<file path="src/rtl/score_keeper_pkg.sv">
// Shared types, constants and scoring helpers for the score_keeper block.
package score_keeper_pkg;

  typedef enum logic [1:0] {
    ST_IDLE  = 2'd0,
    ST_PLAY  = 2'd1,
    ST_SERVE = 2'd2,
    ST_OVER  = 2'd3
  } state_t;

  localparam logic [1:0] PL_NONE = 2'b00;
  localparam logic [1:0] PL_1    = 2'b01;
  localparam logic [1:0] PL_2    = 2'b10;

  localparam int MAX_SCORE_DEF = 99;

  function automatic logic [7:0] sat_inc(input logic [7:0] s, input logic [7:0] max_s);
    logic [7:0] r;
    if (s >= max_s) begin
      r = max_s;
    end else begin
      r = s + 8'd1;
    end
    return r;
  endfunction

  // The lead is only formed when s is ahead, so the subtraction never wraps.
  function automatic logic is_win(input logic [7:0] s, input logic [7:0] other,
                                  input logic [7:0] win_score, input logic [7:0] win_margin,
                                  input logic [7:0] max_s);
    logic [7:0] lead;
    if (s > other) begin
      lead = s - other;
    end else begin
      lead = 8'd0;
    end
    return (s == max_s) || ((s >= win_score) && (lead >= win_margin));
  endfunction

endpackage

</file>
<file path="src/rtl/score_keeper_rise_detect.sv">
// Rising-edge detector: one registered pulse per 0->1 transition of a level input.
module score_keeper_rise_detect (
  input  logic clk,
  input  logic resetn,
  input  logic d,
  output logic pulse
);

  logic prev_r;
  logic pulse_r;

  // Remember the last level and flag a low-to-high change one cycle later
  always_ff @(posedge clk or negedge resetn) begin
    if (!resetn) begin
      prev_r  <= 1'b0;
      pulse_r <= 1'b0;
    end else begin
      prev_r  <= d;
      pulse_r <= d & ~prev_r;
    end
  end

  assign pulse = pulse_r;

endmodule

</file>
<file path="src/rtl/score_keeper.sv">
// Score state for two players: counts single points from hit levels, serve lockout,
// win detection by threshold/margin or saturation ceiling.
module score_keeper
  import score_keeper_pkg::*;
#(
  parameter int WIN_SCORE   = 11,
  parameter int WIN_MARGIN  = 2,
  parameter int SERVE_DELAY = 50,
  parameter int MAX_SCORE   = MAX_SCORE_DEF
) (
  input  logic       clk,
  input  logic       resetn,
  input  logic       start,
  input  logic       p1_hit,
  input  logic       p2_hit,
  output logic [7:0] p1_score,
  output logic [7:0] p2_score,
  output logic       serve_ready,
  output logic [1:0] last_scorer,
  output logic       game_over,
  output logic [1:0] winner
);

  localparam int DW = (SERVE_DELAY > 1) ? $clog2(SERVE_DELAY) : 1;
  localparam logic [DW-1:0] DELAY_LOAD = DW'(SERVE_DELAY - 1);
  localparam logic [DW-1:0] DELAY_ONE  = DW'(1);
  localparam logic [DW-1:0] DELAY_ZERO = DW'(0);
  localparam logic [7:0]    WIN_S8     = 8'(WIN_SCORE);
  localparam logic [7:0]    MARGIN8    = 8'(WIN_MARGIN);
  localparam logic [7:0]    MAX8       = 8'(MAX_SCORE);

  logic start_rise_s, p1_rise_s, p2_rise_s;

  state_t        state_r, state_nxt_s;
  logic [7:0]    p1_score_r, p1_score_nxt_s, p1_inc_s;
  logic [7:0]    p2_score_r, p2_score_nxt_s, p2_inc_s;
  logic [1:0]    last_r, last_nxt_s;
  logic [1:0]    winner_r, winner_nxt_s;
  logic [DW-1:0] delay_r, delay_nxt_s;
  logic          serve_ready_r, serve_ready_nxt_s;
  logic          game_over_r, game_over_nxt_s;

  score_keeper_rise_detect u_rise_start (.clk(clk), .resetn(resetn), .d(start),  .pulse(start_rise_s));
  score_keeper_rise_detect u_rise_p1    (.clk(clk), .resetn(resetn), .d(p1_hit), .pulse(p1_rise_s));
  score_keeper_rise_detect u_rise_p2    (.clk(clk), .resetn(resetn), .d(p2_hit), .pulse(p2_rise_s));

  // State register
  always_ff @(posedge clk or negedge resetn) begin
    if (!resetn) begin
      state_r <= ST_IDLE;
    end else begin
      state_r <= state_nxt_s;
    end
  end

  // Next state plus score/counter updates; a start edge overrides everything
  always_comb begin
    state_nxt_s    = state_r;
    p1_score_nxt_s = p1_score_r;
    p2_score_nxt_s = p2_score_r;
    last_nxt_s     = last_r;
    winner_nxt_s   = winner_r;
    delay_nxt_s    = delay_r;
    p1_inc_s       = sat_inc(p1_score_r, MAX8);
    p2_inc_s       = sat_inc(p2_score_r, MAX8);
    if (start_rise_s) begin
      state_nxt_s    = ST_PLAY;
      p1_score_nxt_s = 8'd0;
      p2_score_nxt_s = 8'd0;
      last_nxt_s     = PL_NONE;
      winner_nxt_s   = PL_NONE;
      delay_nxt_s    = DELAY_ZERO;
    end else begin
      case (state_r)
        ST_IDLE: state_nxt_s = ST_IDLE;
        ST_PLAY: begin
          if (p1_rise_s && !p2_rise_s) begin
            p1_score_nxt_s = p1_inc_s;
            last_nxt_s     = PL_1;
            delay_nxt_s    = DELAY_LOAD;
            if (is_win(p1_inc_s, p2_score_r, WIN_S8, MARGIN8, MAX8)) begin
              state_nxt_s  = ST_OVER;
              winner_nxt_s = PL_1;
            end else begin
              state_nxt_s  = ST_SERVE;
            end
          end else if (p2_rise_s && !p1_rise_s) begin
            p2_score_nxt_s = p2_inc_s;
            last_nxt_s     = PL_2;
            delay_nxt_s    = DELAY_LOAD;
            if (is_win(p2_inc_s, p1_score_r, WIN_S8, MARGIN8, MAX8)) begin
              state_nxt_s  = ST_OVER;
              winner_nxt_s = PL_2;
            end else begin
              state_nxt_s  = ST_SERVE;
            end
          end else begin
            state_nxt_s = ST_PLAY;
          end
        end
        ST_SERVE: begin
          if (delay_r == DELAY_ZERO) begin
            state_nxt_s = ST_PLAY;
          end else begin
            delay_nxt_s = delay_r - DELAY_ONE;
          end
        end
        ST_OVER: state_nxt_s = ST_OVER;
        default: state_nxt_s = ST_IDLE;
      endcase
    end
  end

  // Status flags decoded from the upcoming state so they register alongside it
  always_comb begin
    serve_ready_nxt_s = 1'b0;
    game_over_nxt_s   = 1'b0;
    case (state_nxt_s)
      ST_PLAY: serve_ready_nxt_s = 1'b1;
      ST_OVER: game_over_nxt_s   = 1'b1;
      default: begin
        serve_ready_nxt_s = 1'b0;
        game_over_nxt_s   = 1'b0;
      end
    endcase
  end

  // Score, counter and output registers
  always_ff @(posedge clk or negedge resetn) begin
    if (!resetn) begin
      p1_score_r    <= 8'd0;
      p2_score_r    <= 8'd0;
      last_r        <= PL_NONE;
      winner_r      <= PL_NONE;
      delay_r       <= DELAY_ZERO;
      serve_ready_r <= 1'b0;
      game_over_r   <= 1'b0;
    end else begin
      p1_score_r    <= p1_score_nxt_s;
      p2_score_r    <= p2_score_nxt_s;
      last_r        <= last_nxt_s;
      winner_r      <= winner_nxt_s;
      delay_r       <= delay_nxt_s;
      serve_ready_r <= serve_ready_nxt_s;
      game_over_r   <= game_over_nxt_s;
    end
  end

  assign p1_score    = p1_score_r;
  assign p2_score    = p2_score_r;
  assign last_scorer = last_r;
  assign winner      = winner_r;
  assign serve_ready = serve_ready_r;
  assign game_over   = game_over_r;

endmodule
</file>
<file path="config.mk">
export PLATFORM = sky130hd
export DESIGN_NAME = score_keeper
export DESIGN_NICKNAME = d
export VERILOG_FILES = /design/src/rtl/score_keeper_pkg.sv /design/src/rtl/score_keeper_rise_detect.sv /design/src/rtl/score_keeper.sv
export SDC_FILE = /design/constraint.sdc
export NUM_CORES = 1
export LEC_CHECK = 0
export BUFFER_PORTS_ARGS = -buffer_cell sky130_fd_sc_hd__buf_2
export CAP_MARGIN = 10
export CORE_MARGIN = 4
export CORE_UTILIZATION = 45
export DETAILED_ROUTE_END_ITERATION = 8
export MAX_ROUTING_LAYER = met4
export SYNTH_ARGS = -nofsm -noshare
export SYNTH_HDL_FRONTEND = slang
export SYNTH_SLANG_ARGS = --single-unit
</file>
<file path="constraint.sdc">
create_clock -name clk -period 7.97 [get_ports clk]
set_input_delay 2.391 -clock clk [delete_from_list [all_inputs] [get_ports clk]]
set_output_delay 2.391 -clock clk [all_outputs]
set_load 0.05 [all_outputs]
</file>
==> results.txt, run 1 <==
Filler cells = 568
Initial core utilization = 47.1%
Combinational group share of total power = 35.3%
Core area = 5990 um^2
Worst r2r dst = winner[1]
WP data required = 8.15 ns
Reg2reg start = p1_score[0]
Layout area overhead = 11.0%
Clock Skew = 0.00708 ns
Final hold violation count = 0
Sequential share of the synthesized area = 32.0%
Leak pwr = 1.44 nW
Main synth FF type = dfrtp_1
Sw Share = 37.3%
CTS tree = done
Final wirelength = 6.61 mm
Sum of negative setup slack = 0 ns
Number of global-route vias before repair = 2278
DPL Wire Length = 4.94 mm
Root Driver = clkbuf_8
CP startpoint kind = register
Netlist cell types = 60
Worst-case clock buffer depth = 2
Clock power share = 28.2%
Internal power = 0.367 mW
CP most frequent cell = ha_1
PwrDens = 187 nW/um^2
Max incr delay on CP = 0.48 ns
Cts hold-fix bufs = 0
Die area = 7590 um^2
Max VDD drop = 0.0865 mV
Share of cells above drive strength 1 = 13.8%
Avg Synthesized Cell Area = 8.59 um^2
CP arrival = 4.49 ns
Clk sinks = 36
Setup Viol. Count Final = 0
Least-Margin Pin Slew = 1.09 ns
Setup crit end = winner[1]
Hold crit path type = reg -> reg
Worst R2R Setup Slack = 3.66 ns
Overall power = 0.586 mW
Pre-Repair DR Iteration Count = 4
Sequential power share = 36.5%
# nets final = 387
Tmin final = 4.31 ns
Max-slew headroom = 27.4%
Post-CTS Setup Bufs = 0
Port Buffers = 26
Gpl congestion = 0.951
First-pass GRT wire length = 11.2 mm
Psw = 0.218 mW
CP endpoint kind = register
Final Max Slew Viols = 0
Routed via count = 2470
CP startpoint = p1_score[0]
Async SR Flop Fraction = 100%
Yosys reg bits = 36
Hold Path Depth = 1
Post-synth EDFFs = 0
Post-layout util = 52.2%
Synth Warn # = 0
Kind of critical path = reg -> reg
Fin Hold WS = 0.392 ns
Die W = 87.1 um
CP max stage cell = dfrtp_1
Initial antenna violation count = 0
Cells along the critical path = ha_1 > or4_1 > a31oi_1 > and2_1 > ha_1 > inv_1 > fa_1 > a211oi_1 > nor2_1 > o21ai_0 > nand2_1 > a2111o_1 > a31oi_2 > nor3_2 > mux2_1
Max-capacitance violation count = 0
Clk_lat worst skew = 0.29 ns
Post-Synthesis Cells = 328
Outcome = completed
H-tree levels = 2
Post-CTS sizing = 0
Clock slew at reported path FFs = 0.08 ns
Period utilization = 54.1%
Largest net degree at the start of global routing = 37
Routed Antenna Nets = 0
Die Ht = 87.1 um
Residual DRC = 0
All-Layer GR Usage = 19.3%
Vias per cell = 5.73
Crit Path Max Fanout = 9
Synthesized area = 2820 um^2
Avg WL per Cell = 15.3 um
Max Fclk = 232 MHz
Ant. Diodes = 0
RSZ-0062 raised after global routing = false
GR Overflow Total = 0
Initial DRC count = 177
Worst Reg2Reg Path Length in Cells = 15
Total CTS buffers = 5
I/O pin cnt = 27
Num rows = 28
registers in the layout, indices dropped and copies added, names as in the netlist:
name	count
delay_r	6
serve_ready	1
p1_score	8
winner	2
u_rise_start.pulse	1
u_rise_p2.prev_r	1
u_rise_p1.prev_r	1
state_r	2
u_rise_start.prev_r	1
game_over	1
last_scorer	2
p2_score	8
u_rise_p1.pulse	1
u_rise_p2.pulse	1
power groups by stage:
stage | Sequential, mW | Clock [mW] | Combinational (mW)
finish | 0.214 | 0.165 | 0.207
global route | 0.217 | 0.179 | 0.232
CTS | 0.214 | 0.172 | 0.205
detailed placement | 0.217 | 0 | 0.204
global placement | 0.218 | 0 | 0.205
floorplan | 0.237 | 0 | 0.137
cell usage in the layout (no fill, tap or decap), types with 2 or more instances in the layout:
cell,n
a31oi_1,2
a311oi_1,5
xor2_1,5
ha_1,25
xnor2_1,8
nand2_1,21
fa_1,2
a211oi_1,12
nand4_1,5
a22oi_1,2
nor3b_1,2
inv_1,31
nor3_1,10
o21ai_0,11
clkbuf_8,5
a21o_1,4
o311ai_0,2
dfrtp_1,36
o31a_1,4
nand3b_1,4
a21oi_1,19
and2_1,5
buf_2,26
nor2_1,39
nor2b_1,6
nand2b_1,6
and2_2,3
conb_1,2
mux2i_1,2
and3_1,5
o21a_1,4
nand3_1,9
nor4_1,4
area by class of cell:
cell class	count	area, um^2	area share [%]
clock inverter	3	42.5	1.36
tap	75	93.8	3.00
multi-input combinational	254	1770	56.5
sequential	36	901	28.8
clock buffer	5	68.8	2.20
inverter	31	116	3.72
timing repair buffer	27	138	4.40
logic make-up (layout without fill, tap and decap cells):
kind of cell | count (synthesis) | count (layout) | synth area share (%)
xor+xnor | 13 | 13 | 4.04
buf+inv | 39 | 66 | 5.46
flops | 36 | 36 | 32.0
fa+ha+maj | 27 | 27 | 12.5
compound gates | 84 | 84 | 22.3
simple gates | 125 | 125 | 22.5
other cells | 1 | 2 | 0.133
mux | 3 | 3 | 1.11
layer usage:
layer  track usage (%)  part of all wire (%)  vias to the layer above
met3              3.31                   4.1                        6
met1              28.6                    52                     1171
li1                  -                     -                     1241
met5                 -                     0                        -
met2              26.8                    43                       52
met4              6.14                  0.89                        0
cell usage after synthesis, types with 2 or more instances:
cell | instances | share of area [%]
a311oi_1 | 5 | 1.6
a22oi_1 | 2 | 0.53
xor2_1 | 5 | 1.6
and3_1 | 5 | 1.1
ha_1 | 25 | 11
nand3_1 | 9 | 1.6
a31oi_1 | 2 | 0.44
a211oi_1 | 12 | 3.2
o311ai_0 | 2 | 0.62
nand2_1 | 21 | 2.8
dfrtp_1 | 36 | 32
nand4_1 | 5 | 1.1
and2_2 | 3 | 0.80
nor3b_1 | 2 | 0.53
fa_1 | 2 | 1.4
o21a_1 | 4 | 1.1
nand2b_1 | 6 | 1.3
mux2i_1 | 2 | 0.71
nor2b_1 | 6 | 1.3
nor3_1 | 10 | 1.8
nor2_1 | 39 | 5.2
a21o_1 | 4 | 1.1
xnor2_1 | 8 | 2.5
and2_1 | 5 | 1.1
nand3b_1 | 4 | 1.1
a21oi_1 | 19 | 3.4
nor4_1 | 4 | 0.89
o21ai_0 | 11 | 2.0
o31a_1 | 4 | 1.2
clkbuf_1 | 6 | 0.80
inv_1 | 31 | 4.1
per-stage QoR:
| stage | setup WS [ns] | instances | area, um^2 |
|---|---|---|---|
| after floorplan | 3.83 | 329 | 2820 |
| after global routing | 3.44 | 431 | 3130 |
| after CTS | 3.72 | 431 | 3130 |
| after detailed placement | 3.74 | 423 | 3020 |
| after global placement | 3.80 | 423 | 3020 |
| final | 3.66 | 431 | 3130 |
worst max-delay path, delay by kind of cell (launching register included):
family                   cells  cell delay, ns
AND/OR/NAND/NOR              5            0.90
flip-flops                   1            0.48
AO/OA/AOI/OAI                5            1.58
adder cells (fa/ha/maj)      3            0.86
multiplexers                 1            0.32
buffers and inverters        1            0.06
worst min path at each step:
stage | start | end | slack [ns]
6_report | u_rise_p2.prev_r | u_rise_p2.pulse | 0.39
5_1_grt | u_rise_start.prev_r | u_rise_start.pulse | 0.42
4_1_cts | u_rise_p1.prev_r | u_rise_p1.pulse | 0.40
3_5_place_dp | u_rise_p1.prev_r | u_rise_p1.pulse | 0.39
3_3_place_gp | u_rise_p2.prev_r | u_rise_p2.pulse | 0.38
2_1_floorplan | u_rise_p1.prev_r | u_rise_p1.pulse | 0.38
(Power assumes the default switching activity.)
==> run 2: changes to the inputs <==
Clock period 7.97 ns to 4.4 ns, I/O delays scaled along.
==> run 2 against run 1 <==
Die area did not move; largest cell class unchanged; register-to-register slack worse by 3.3 ns; setup slack got worse by 3.3 ns; via count up 2.1%; highest routed layer unchanged; worst hold slack hardly changed.
==> results.txt, run 2 (synthesis gave the netlist of run 1 again) <==
Share of cells above drive strength 1 = 14.4% (+0.68 points)
Tmin final = 4.00 ns (-0.311 ns)
Post-CTS Setup Bufs = 0 (unchanged)
Die area = 7590 um^2 (unchanged)
First-pass GRT wire length = 11.6 mm (+3.8%)
H-tree levels = 2 (unchanged)
Worst-case clock buffer depth = 2 (unchanged)
Cells along the critical path = ha_1 > or4_1 > a31oi_1 > and2_1 > ha_1 > inv_1 > fa_1 > a211oi_1 > nor2_1 > o21ai_0 > nand2_1 > a2111o_1 > a31oi_2 > nor3_2 > mux2_1
Avg WL per Cell = 15.7 um (+2.2%)
Routed Antenna Nets = 0 (unchanged)
Largest net degree at the start of global routing = 37 (unchanged)
CTS tree = done
Port Buffers = 26 (unchanged)
WP data required = 4.57 ns (-3.58 ns)
Cts hold-fix bufs = 0 (unchanged)
Post-CTS sizing = 0 (unchanged)
Crit Path Max Fanout = 9 (unchanged)
Dpl cells = 427 (+0.95%)
Clk_lat worst skew = 0.29 ns (about the same)
Vias per cell = 5.80 (+1.2%)
Clk sinks = 36 (unchanged)
CP startpoint kind = register
# nets final = 391 (+1.0%)
Number of global-route vias before repair = 2374 (+4.2%)
Total CTS buffers = 5 (unchanged)
Max incr delay on CP = 0.48 ns (about the same)
Die Ht = 87.1 um (unchanged)
Kind of critical path = reg -> reg
Max-capacitance violation count = 0 (unchanged)
Routed via count = 2523 (+2.1%)
Initial antenna violation count = 0 (unchanged)
Period utilization = 90.8% (+37 points)
Combinational group share of total power = 35.9% (+0.6 points)
CP max stage cell = dfrtp_1
Setup Viol. Count Final = 0 (unchanged)
Final hold violation count = 0 (unchanged)
GR Overflow Total = 0 (unchanged)
Post-route insts no fill = 435 (+0.93%)
Least-Margin Pin Slew = 1.09 ns (+0.00421 ns)
Final wirelength = 6.81 mm (+3.1%)
Sum of negative setup slack = 0 ns (unchanged)
Final Max Slew Viols = 0 (unchanged)
Hold crit path type = reg -> reg
Sw Share = 37.1% (-0.23 points)
Max-slew headroom = 27.1% (-0.28 points)
Pre-Repair DR Iteration Count = 4 (unchanged)
Gpl congestion = 0.973 (+2.3%)
Residual DRC = 0 (unchanged)
Outcome = completed
Most common cell after layout, fill and taps aside = nor2_1
Clock slew at reported path FFs = 0.07 ns (about the same)
Clock Skew = 0.00512 ns (-0.00196 ns)
Max Fclk = 250 MHz (+7.8%)
Psw = 0.393 mW (+80%)
All-Layer GR Usage = 19.6% (+0.23 points)
Core area = 5990 um^2 (unchanged)
Initial core utilization = 47.1% (unchanged)
DPL Wire Length = 5.05 mm (+2.4%)
Sequential power share = 36.4% (about the same)
Most frequent cells in the layout = nor2_1, dfrtp_1, inv_1
Max VDD drop = 0.165 mV (+91%)
Ant. Diodes = 0 (unchanged)
Die W = 87.1 um (unchanged)
Internal power = 0.667 mW (+82%)
Initial DRC count = 141 (-20%)
Num rows = 28 (unchanged)
Clock power share = 27.7% (-0.5 points)
Leak pwr = 1.46 nW (+1.4%)
RSZ-0062 raised after global routing = false
Root Driver = clkbuf_8
I/O pin cnt = 27 (unchanged)
CP endpoint kind = register
Layout area overhead = 11.9%
PwrDens = 336 nW/um^2 (+79%)
CP most frequent cell = ha_1
CP arrival = 4.17 ns (-0.32 ns)
-- run 2: area by class of cell --
type	count	area, um^2
fill	546	2840
multi-input combinational	254	1770
sequential	36	901
timing repair buffer	31	168
inverter	31	116
tap	75	93.8
clock buffer	6	72.6
clock inverter	2	35.0
-- run 2: critical path: cells and delay by family (launching register included) --
family / cells / cell delay [ns]
simple gates: 5 / 0.84
fa+ha+maj: 3 / 0.86
compound gates: 5 / 1.33
mux: 1 / 0.32
buf+inv: 1 / 0.06
flops: 1 / 0.48
-- run 2: worst paths after layout --
kind	to	slack [ns]	start	cells after the start
worst max-delay path	winner[1]	0.40	p1_score[0]	15
worst min-delay path	u_rise_p1.pulse	0.39	u_rise_p1.prev_r	1
worst max register to register	winner[1]	0.40	p1_score[0]	15
worst min register to register	u_rise_p1.pulse	0.39	u_rise_p1.prev_r	1
max in group asynchronous	u_rise_start.prev_r	2.72	resetn	1
min in group asynchronous	p2_score[0]	1.13	resetn	1
-- run 2: power groups by stage --
stage	combinational, mW	sequential [mW]	clock, mW
2_1_floorplan	0.248	0.430	0
3_3_place_gp	0.372	0.392	0
3_5_place_dp	0.373	0.392	0
4_1_cts	0.376	0.386	0.304
5_1_grt	0.421	0.390	0.317
6_report	0.380	0.386	0.294
-- run 2: layer usage --
metal	GRT usage, %	vias to the layer above	share of wire, %
met3	3.12	15	4.1
li1	-	1236	-
met4	4.74	0	1.7
met1	27.4	1206	50
met2	29.7	66	44
met5	-	-	0
-- run 2: through the flow --
step           setup WS (ns)  hold slack (ns)  power (mW)  cell area [um^2]  util [%]
6_report               0.403            0.392        1.06              3150      52.7
5_1_grt                0.166            0.408        1.13              3150      52.7
4_1_cts                0.402            0.393        1.07              3150      52.7
3_5_place_dp           0.425            0.382       0.765              3050      50.9
3_3_place_gp           0.464            0.381       0.764              3050      50.9
2_1_floorplan          0.263            0.378       0.678              2820         -
